===== config.mk =====
export PLATFORM = sky130hd
export DESIGN_NAME = instr_fetch
export DESIGN_NICKNAME = d
export VERILOG_FILES = /design/src/rtl/instr_fetch_pkg.sv /design/src/rtl/instr_fetch_fifo.sv /design/src/rtl/instr_fetch.sv
export SDC_FILE = /design/constraint.sdc
export NUM_CORES = 1
export LEC_CHECK = 0
export CELL_PAD_IN_SITES_DETAIL_PLACEMENT = 0
export CELL_PAD_IN_SITES_GLOBAL_PLACEMENT = 2
export CORE_ASPECT_RATIO = 0.9
export CORE_UTILIZATION = 33
export DETAILED_ROUTE_END_ITERATION = 16
export PLACE_DENSITY = 0.88
export SYNTH_ARGS = -nofsm -noshare
export SYNTH_HDL_FRONTEND = slang
export SYNTH_SLANG_ARGS = --single-unit

===== constraint.sdc =====
create_clock -name clk -period 7.15 [get_ports clk]
set_clock_uncertainty 0.05 [all_clocks]
set_input_delay 1.7875 -clock clk [delete_from_list [all_inputs] [get_ports clk]]
set_output_delay 1.7875 -clock clk [all_outputs]
set_load 0.1 [all_outputs]

===== src/rtl/instr_fetch_pkg.sv =====
// Shared types and constants for the instruction fetch unit.
package instr_fetch_pkg;

    typedef enum logic [1:0] {
        S_IDLE = 2'd0,
        S_REQ  = 2'd1,
        S_GAP  = 2'd2
    } fetch_state_e;

    typedef struct packed {
        logic [31:0] pc;
        logic [31:0] instr;
    } fetch_entry_t;

    localparam logic [31:0] PC_STEP = 32'd4;
    localparam int          ENTRY_W = $bits(fetch_entry_t);

    // Instruction memory is word addressed; the byte offset is dropped.
    function automatic logic [31:0] pc_to_word_addr(input logic [31:0] pc);
        return {2'b00, pc[31:2]};
    endfunction

endpackage


===== src/rtl/instr_fetch_fifo.sv =====
// Small synchronous FIFO of {pc, instr} entries toward decode.
// Flush wins over push; head is read straight from registered storage.
module fetch_fifo
    import instr_fetch_pkg::*;
#(
    parameter  int DEPTH = 2,
    localparam int AW    = $clog2(DEPTH),
    localparam int CW    = AW + 1
) (
    input  logic               clk,
    input  logic               reset,
    input  logic               push,
    input  logic               pop,
    input  logic               flush,
    input  logic [ENTRY_W-1:0] push_data,
    output logic [ENTRY_W-1:0] head_data,
    output logic [CW-1:0]      count,
    output logic               full,
    output logic               empty
);

    fetch_entry_t  mem_reg [DEPTH];
    logic [AW-1:0] wr_ptr_reg;
    logic [AW-1:0] rd_ptr_reg;
    logic [CW-1:0] count_reg;
    logic          do_push;
    logic          do_pop;

    assign do_push = push && !flush;
    assign do_pop  = pop && !empty && !flush;

    // Storage is cleared on reset so the head reads as zero while empty.
    for (genvar gi = 0; gi < DEPTH; gi++) begin : g_slot
        always_ff @(posedge clk) begin
            if (reset) begin
                mem_reg[gi] <= '0;
            end else if (do_push && (wr_ptr_reg == AW'(gi))) begin
                mem_reg[gi] <= fetch_entry_t'(push_data);
            end
        end
    end

    always_ff @(posedge clk) begin
        if (reset || flush) begin
            wr_ptr_reg <= '0;
            rd_ptr_reg <= '0;
            count_reg  <= '0;
        end else begin
            if (do_push) wr_ptr_reg <= wr_ptr_reg + AW'(1);
            if (do_pop)  rd_ptr_reg <= rd_ptr_reg + AW'(1);
            case ({do_push, do_pop})
                2'b10:   count_reg <= count_reg + CW'(1);
                2'b01:   count_reg <= count_reg - CW'(1);
                default: count_reg <= count_reg;
            endcase
        end
    end

    assign head_data = mem_reg[rd_ptr_reg];
    assign count     = count_reg;
    assign full      = (count_reg == CW'(DEPTH));
    assign empty     = (count_reg == '0);

endmodule


===== src/rtl/instr_fetch.sv =====
// Instruction fetch: owns the PC, issues one memory read at a time, buffers results.
// Optional misaligned-redirect fault enabled by INSTR_FETCH_ALIGN_CHECK_EN.
module instr_fetch
    import instr_fetch_pkg::*;
#(
    parameter logic [31:0] RESET_PC   = 32'h0000_0000,
    parameter int          FIFO_DEPTH = 2
) (
    input  logic        clk,
    input  logic        reset,
    output logic [31:0] mem_rd_addr,
    output logic        mem_rd_addr_valid,
    input  logic [31:0] mem_rd_data,
    input  logic        mem_rd_ack,
    input  logic        redirect_valid,
    input  logic [31:0] redirect_pc,
    output logic        fetch_valid,
    input  logic        fetch_ready,
    output logic [31:0] fetch_pc,
    output logic [31:0] fetch_instr,
    output logic        fetch_fault
);

    localparam int CW = $clog2(FIFO_DEPTH) + 1;

    fetch_state_e  state_reg, state_next;
    logic [31:0]   pc_reg, pc_next;
    logic [31:0]   redirect_target;
    logic          fault_next;
    logic          push_req;
    logic          fifo_push;
    logic          fifo_flush;
    logic [CW-1:0] fifo_count;
    logic          fifo_full;
    logic          fifo_empty;
    logic          has_space;
    logic          can_req;
    fetch_entry_t  push_entry;
    fetch_entry_t  head_entry;

`ifdef INSTR_FETCH_ALIGN_CHECK_EN
    logic fault_reg;

    // Sticky until a later aligned redirect; blocks all requests meanwhile.
    assign fault_next      = redirect_valid ? (redirect_pc[1:0] != 2'b00) : fault_reg;
    assign redirect_target = redirect_pc;
    assign fetch_fault     = fault_reg;

    always_ff @(posedge clk) begin
        if (reset) fault_reg <= 1'b0;
        else       fault_reg <= fault_next;
    end
`else
    assign fault_next      = 1'b0;
    assign redirect_target = redirect_pc & ~32'h0000_0003;
    assign fetch_fault     = 1'b0;
`endif

    // Space is judged on the registered count, so a slot exists for the whole request.
    assign has_space = (fifo_count < CW'(FIFO_DEPTH));
    assign can_req   = has_space && !fault_next;

    always_comb begin
        state_next = state_reg;
        pc_next    = pc_reg;
        push_req   = 1'b0;
        fifo_flush = 1'b0;
        case (state_reg)
            S_IDLE: if (can_req) state_next = S_REQ;
            S_REQ: begin
                if (mem_rd_ack) begin
                    push_req   = 1'b1;
                    pc_next    = pc_reg + PC_STEP;
                    state_next = S_GAP;
                end
            end
            // Memory re-acks while valid stays high; this idle cycle avoids a double capture.
            S_GAP:   state_next = can_req ? S_REQ : S_IDLE;
            default: state_next = S_IDLE;
        endcase
        if (redirect_valid) begin
            push_req   = 1'b0;
            fifo_flush = 1'b1;
            pc_next    = redirect_target;
            if (state_reg == S_REQ) state_next = S_GAP;
        end
    end

    always_ff @(posedge clk) begin
        if (reset) begin
            state_reg <= S_IDLE;
            pc_reg    <= RESET_PC;
        end else begin
            state_reg <= state_next;
            pc_reg    <= pc_next;
        end
    end

    assign fifo_push  = push_req && !fifo_full;
    assign push_entry = '{pc: pc_reg, instr: mem_rd_data};

    fetch_fifo #(
        .DEPTH (FIFO_DEPTH)
    ) u_fifo (
        .clk       (clk),
        .reset     (reset),
        .push      (fifo_push),
        .pop       (fetch_valid && fetch_ready),
        .flush     (fifo_flush),
        .push_data (push_entry),
        .head_data (head_entry),
        .count     (fifo_count),
        .full      (fifo_full),
        .empty     (fifo_empty)
    );

    assign mem_rd_addr       = pc_to_word_addr(pc_reg);
    assign mem_rd_addr_valid = (state_reg == S_REQ);
    assign fetch_valid       = !fifo_empty;
    assign fetch_pc          = head_entry.pc;
    assign fetch_instr       = head_entry.instr;

endmodule


**Word level (Yosys, flattened, before mapping)**

Memory sizes are Yosys's and may differ from the RTL's. A register that Yosys moved wholly into a read port is not among the register bits.
Cells that the tools add are included.

- Word-level logic and storage cells: 66
- Input bits: 69
- Bits in writable memories: 128
- Memories kept: 1
- Flip-flop bits (word level): 38
- Output and inout port bits: 99

- Reduce and logical (&&, ||, !) cells: 19
- Add/sub/neg operators: 5
- Bitwise gates (word level): 3
- Order comparisons: 1
- Muxes and demuxes: 26
- Equal/unequal tests: 5

Memory list:

| name | words | bits a word | read ports | clocked after memory_dff | wr ports | RTL line | text |
|---|---|---|---|---|---|---|---|
| u_fifo.mem_reg | 2 | 64 | 1 | 1 | 2 | instr_fetch_fifo.sv:22 | `fetch_entry_t mem_reg [DEPTH];` |

Operator list:

| cell | number |
|---|---|
| 64-bit 2-to-1 mux | 2 |
| 32-bit 2-to-1 mux | 3 |
| 32-bit by 3-bit adder with 32-bit output, second input constant | 1 |
| 1-bit 2-to-1 mux | 15 |
| 2-bit 2-to-1 mux | 4 |
| 1-bit logical AND | 7 |
| 2-bit == test, second input constant | 3 |
| 2-bit one-hot mux with 3 select lines | 1 |
| 2-bit nonzero test | 3 |
| 2-bit by 1-bit == test with 1-bit output, second input constant | 2 |
| 2-bit logical NOT | 2 |
| 2-bit one-hot mux with 2 select lines | 1 |
| 2-bit AND reduction | 2 |
| 1-bit logical NOT | 3 |
| 1-bit adder, second input constant | 2 |
| 2-bit by 1-bit adder with 2-bit output, second input constant | 1 |
| 2-bit less-than comparator, second input constant | 1 |
| 1-bit bitwise OR | 2 |
| 2-bit OR reduction | 1 |
| 2-bit by 1-bit subtractor with 2-bit output, second input constant | 1 |
| 1-bit logical OR | 1 |
| 1-bit NOT | 1 |

**Logic depth before layout (Yosys ltp)**

Gate-level depths: netlist of run 1.

- Word-level depth: 10
- Depth in mapped cells: 7

**Modules after synthesis**

Synthesis of run 1 repeated with hierarchy kept, for this count alone.

- Cell total of the unflattened synthesis: 633
- Area, all modules: 7,785.0 um^2

Modules (own cells, without submodules):

| module | times used | area each (um^2) | cells an instance | sequential area each (um^2) |
|---|---|---|---|---|
| fetch_fifo | 1 | 5,770.5 | 384 | 3,943.8 |
| instr_fetch | 1 | 2,014.4 | 249 | 640.6 |

**Worst setup path before layout of run 1**

No wires, ideal clock.

- Path kind: input to register
- From: input redirect_valid
- To: memory u_fifo.mem_reg[0][0] in the netlist's numbering, enable pin
- Required time: 6,605 ps
- Stages on the path: 4
- Data arrival time: 5,288 ps
- Library setup time: 495 ps
- Slack: 1,317 ps
- Cells stage by stage: nor2_1 o2111ai_1 clkbuf_1 o21bai_1

RTL lines:

| item | RTL line | text |
|---|---|---|
| start, declared | instr_fetch.sv:15 | `input logic redirect_valid,` |
| end, declared | instr_fetch_fifo.sv:22 |  |

==> metrics, run 1 <==
# hold bufs at CTS=0; PwrDens=253 nW/µm²; core area=21900 µm²; Max Freq=0.201 GHz; clock buffer depth=2; Chip Height=145 µm; most frequent cell after synthesis=edfxtp_1; Hold Startpoint=u_fifo.rd_ptr_reg; Via density=4.96; n_diodes=0; YS warnings=0; num ports=168; max cap viols=0; Port Buffers=160; max reg flops=124; RSZ-0062 raised after global routing=false; Root Driver=clkbuf_16; Overall Global Routing Usage=16.3%; top cells by area, synth=edfxtp_1 50%, dfxtp_1 9.9%, and2_1 9.7%, mux2_2 9.5%, clkbuf_1 1.9%; Starting DRT DRC Count=296; utilization after layout=45.7%; vias in the first global route=5139; Fin. Hold Viols=0; Max IR drop VDD=0.119 mV; area of the multi-input gates=2800 µm²; Slew Limit Headroom=29.0%; Pre-Repair DR Iteration Count=5; Yosys top cell by area=edfxtp_1; WL/cell=17.5 µm; top cell type's share of synthesized area=50.0%; setup violators final=0; Tcrit/Tclk final=69.7%; syn_area_per_cell=12.3 µm²; Final ANT Viol Nets=0; Placement Setup Slack=2.53 ns; layout cells sized above 1=15.0%; routed wire length=18.5 mm; number of synthesized flops with an enable pin=124; Post-Synthesis Cell Area=7450 µm²; row cnt=51; status=completed; grt ovf=0; Post-CTS Resized=0; crit start category=register; min Tclk post-route=4.99 ns; Vias=5239; R2R setup slack=4.50 ns; crit-path max FO=45; Nets=823; register area=4470 µm²; first-pass GRT wire length=28.8 mm; hold crit path type=reg -> reg; largest net degree at the start of global routing=51; initial antenna violation count=0; Hold Slack=0.455 ns; Final Max Slew Viols=0; worst skew pair latency=0.42 ns; Final HPWL DP=12.3 mm; crit path DAT=3.15 ns; Async SR Flop Fraction=0%; H-tree Lvls=4; Post-route DRC=0; die area=23200 µm²; die width=160 µm; total CTS buffers=17; Clock Pin Slew Worst Setup and Hold Paths=0.06 ns; Critical Path End Type=output port; P&R area growth vs syn=34.3%; CP required=5.31 ns; synthesis-stage register bit count=161; RePlAce Congestion=0.780; Initial Util=34.0%; number of fill cells=1979; Post-CTS Setup Inserts=0; Yosys cell types=50; final worst setup slack=2.16 ns; Worst Hold Depth=2; setup TNS=0 ns; RR Startpoint=u_fifo.wr_ptr_reg; worst slew pin tran=1.06 ns; reg2reg end=u_fifo.mem_reg[1][19]; path depth of the worst reg2reg path=3; Top FF cell, synth=edfxtp_1; kind of critical path=reg -> out; Post-Syn Instances=605; clk sinks=161; CTS tree=yes; post-synthesis sequential area ratio=59.9%; LEAKAGE=3.52 nW; synth cell count leaders=124 x edfxtp_1, 115 x and2_1, 63 x mux2_2, 37 x clkbuf_1, 37 x dfxtp_1
## layout by cell type (no fill, tap or decap), types with 9 or more instances in the layout
cell and instances:
nor2_1 35, xnor2_1 10, inv_1 9, nand2_1 20, buf_4 10, mux2_2 63, dfxtp_1 36, or4_1 11
nor4_1 16, and2_1 115, a311oi_1 11, clkdlybuf4s50_1 159, a211oi_1 9, a21oi_1 9, clkbuf_16 17, edfxtp_1 124
## report_power, final
group	internal (mW)	switching, mW
combinational	0.117	0.316
sequential	1.05	0.0334
clock	0.641	0.372
total	1.81	0.721
## layer usage
layer / routed length [µm] / vias up / track usage (%) / part of all wire, %
met5: 0 / - / 0 / 0
met1: 8400 / 2542 / 21.3 / 45
met3: 1060 / 19 / 4.04 / 5.8
met2: 8760 / 174 / 26.5 / 47
met4: 246 / 0 / 5.16 / 1.3
li1: - / 2504 / - / -
## final cells by class
class                   instances  share of cell area, %
multi-input cells             392                   28.0
repair buffers                170                   16.7
well taps                     291                   3.64
flip-flops and latches        161                   44.7
clock inverters                12                   2.05
clock buffers                  20                   4.57
inverters                      10                  0.375
## worst max path at each step
| stage | from | endpoint | slack (ns) | cells after the start |
|---|---|---|---|---|
| detailed placement | register | fetch_pc[16] | 2.53 | 3 |
| floorplan | redirect_valid | u_fifo.mem_reg[0][0] | 1.32 | 4 |
| global placement | register | fetch_pc[16] | 2.57 | 3 |
| CTS | register | fetch_pc[16] | 2.07 | 3 |
| finish | register | fetch_pc[11] | 2.16 | 3 |
| global route | register | fetch_pc[11] | 1.98 | 3 |
## worst max-delay path: stages (launching register included)
cell and delay [ns]:
dfxtp_2 0.65, buf_4 0.61, mux2_2 0.27, clkdlybuf4s50_1 1.18
## metrics by stage
| stage | instance area (µm²) | power [mW] | std cells |
|---|---|---|---|
| after detailed placement | 9340 | 1.54 | 1024 |
| after global routing | 10000 | 2.61 | 1056 |
| final | 10000 | 2.53 | 1056 |
| after CTS | 10000 | 2.55 | 1056 |
| after global placement | 9340 | 1.53 | 1024 |
| after floorplan | 7460 | 1.41 | 609 |
## logic make-up after synthesis
kind of cell	count (synthesis)	share of synthesized area (%)
muxes	64	9.66
adders and majority gates	2	0.336
AOI/OAI and AO/OA	61	5.90
DFF	161	59.9
other	1	0.0504
xor gates and xnor gates	13	1.53
and+or+nand+nor	247	19.5
buffers and inverters	56	3.11
Power figures use the tool's default switching activity.
==> run 2, diff against run 1 <==
CORE_UTILIZATION = 30   (was 33)
PLACE_DENSITY = 0.84   (was 0.88)
clock period = 4.06 ns   (was 7.15 ns; I/O delays follow)
==> run 2 against run 1 <==
Net effect: non-clock buffer count is 3 higher; clock power up 54%; cell count is 1.8% higher; critical endpoint is now mem_rd_addr[14]; largest cell class unchanged.
==> metrics, run 2 (same netlist as run 1, synthesis figures left out) <==
final worst setup slack=0.828 ns (-1.34 ns); Placement Setup Slack=0.535 ns (-1.99 ns); worst path bufs/invs=1 (-1); H-tree Lvls=4 (unchanged); slowest CP cell=clkdlybuf4s50_1; Final HPWL DP=12.2 mm (-0.28%); CP max stage delay=1.21 ns (+0.03 ns); Critical Path End Type=output port; crit path DAT=2.17 ns (-0.98 ns); worst path cell trace=clkdlybuf4s50_1; Post-CTS Setup Inserts=0 (unchanged); # placed instances=1044 (+2.0%); Via density=4.75 (-4.2%); WL/cell=17.8 µm (+1.9%); Max IR drop VDD=0.249 mV (+110%); Clock Power Share=36.9% (-3.2 points); vias in the first global route=4943 (-3.8%); max reg flops=124 (unchanged); min Tclk post-route=3.23 ns; crit start category=register; most common cell after layout, fill and taps aside=edfxtp_1; PwrDens=430 nW/µm² (+70%); commonest cells after routing, fill and taps aside=124 x edfxtp_1, 115 x and2_1, 92 x clkdlybuf4s50_1; Clock Pin Slew Worst Setup and Hold Paths=0.07 ns (about the same); placed instance area=9270 µm² (-0.76%); Final ANT Viol Nets=0 (unchanged); Root Driver=clkbuf_16; first-pass GRT wire length=28.9 mm (+0.31%); Max Freq=0.309 GHz; max cap viols=0 (unchanged); largest net degree at the start of global routing=63 (+24%); metal2 WL=8.78 mm (+0.13%); core area=24300 µm² (+11%); Sequential Power Share=45.1% (+2.3 points); worst skew pair latency=0.42 ns (about the same); Nets=826 (+0.36%); P&R area growth vs syn=32.0%; hold crit path type=reg -> reg; CP required=2.99 ns (-2.32 ns); Slew Limit Headroom=31.7% (+2.7 points); top sig layer=met4; Pre-Repair DR Iteration Count=5 (unchanged); Tcrit/Tclk final=79.6%; Hold Slack=0.460 ns (+0.00495 ns); initial antenna violation count=0 (unchanged); clock buffer depth=2 (unchanged); LEAKAGE=3.61 nW (+2.6%); Psw=1.27 mW (+77%); Final Max Slew Viols=0 (unchanged); critical path's top delay family=buffers and inverters; clk sinks=161 (unchanged); Fin. Hold Viols=0 (unchanged); CTS tree=yes; kind of critical path=reg -> out; die width=168 µm (+4.8%); number of fill cells=2364 (+19%); Post-CTS Resized=0 (unchanged); RSZ-0062 raised after global routing=false; Net Sw Frac=30.2% (+1.6 points); worst slew pin tran=1.02 ns (-0.0402 ns); Vias=5110 (-2.5%); layout cells sized above 1=23.7% (+8.7 points); die area=25500 µm² (+9.9%); n_diodes=0 (unchanged); Final Non-Filler Cells=1075 (+1.8%); Chip Height=151 µm (+4.8%); Overall Global Routing Usage=15.1% (-1.2 points); DR WL met3=1.24 mm (+17%); setup violators final=0 (unchanged); Metal-1 WL=9.03 mm (+7.5%); total CTS buffers=17 (unchanged); row cnt=54 (+5.9%); Starting DRT DRC Count=261 (-12%); status=completed; Port Buffers=160 (unchanged); # hold bufs at CTS=0 (unchanged); utilization after layout=40.4% (-5.3 points); Design Area, Final=9830 µm² (-1.7%); Initial Util=30.6% (-3.4 points); num ports=168 (unchanged); crit-path max FO=8 (-82%); routed wire length=19.2 mm (+3.7%); Pint=2.95 mW (+63%); Comb power frac=18.0% (+0.9 points); Post-route DRC=0 (unchanged); grt ovf=0 (unchanged); RePlAce Congestion=0.749 (-4.0%)
==> run 2: power groups by stage <==
stage	sequential (mW)	combinational (mW)	clock [mW]
after global placement	1.94	0.764	0
after CTS	1.91	0.767	1.60
after floorplan	2.07	0.409	0
final	1.91	0.760	1.56
after detailed placement	1.94	0.765	0
after global routing	1.92	0.791	1.67
==> run 2: final cells by class <==
type                            count  area, µm²  share of cell area [%]
Clock buffer                       18        429                    4.36
Clock inverter                     13        138                    1.40
Inverter                           10       37.5                   0.382
Multi-Input combinational cell    392       2800                    28.5
Sequential cell                   161       4470                    45.4
Tap cell                          308        385                    3.92
Timing Repair Buffer              173       1580                    16.0
==> run 2: routing by layer <==
metal  global-route usage (%)  up-vias
li1                         -     2508
met1                     20.5     2451
met2                     24.2      142
met3                     4.10        9
met4                     3.32        0
met5                        0        -
==> run 2: path summary, 6_finish.rpt <==
kind	startpoint	end	slack (ns)	depth (start not counted)
setup / recovery	pc_reg[16]	mem_rd_addr[14]	0.83	1
hold / removal	u_fifo.rd_ptr_reg	register	0.46	2
hold reg to reg	u_fifo.rd_ptr_reg	register	0.46	2
setup reg to reg	pc_reg[3]	pc_reg[24]	1.52	5
==> run 2: stage by stage <==
stage,total power [mW],TNS [ns]
after global routing,4.38,0
final,4.22,0
after CTS,4.27,0
after detailed placement,2.71,0
after global placement,2.70,0
after floorplan,2.48,-124.03
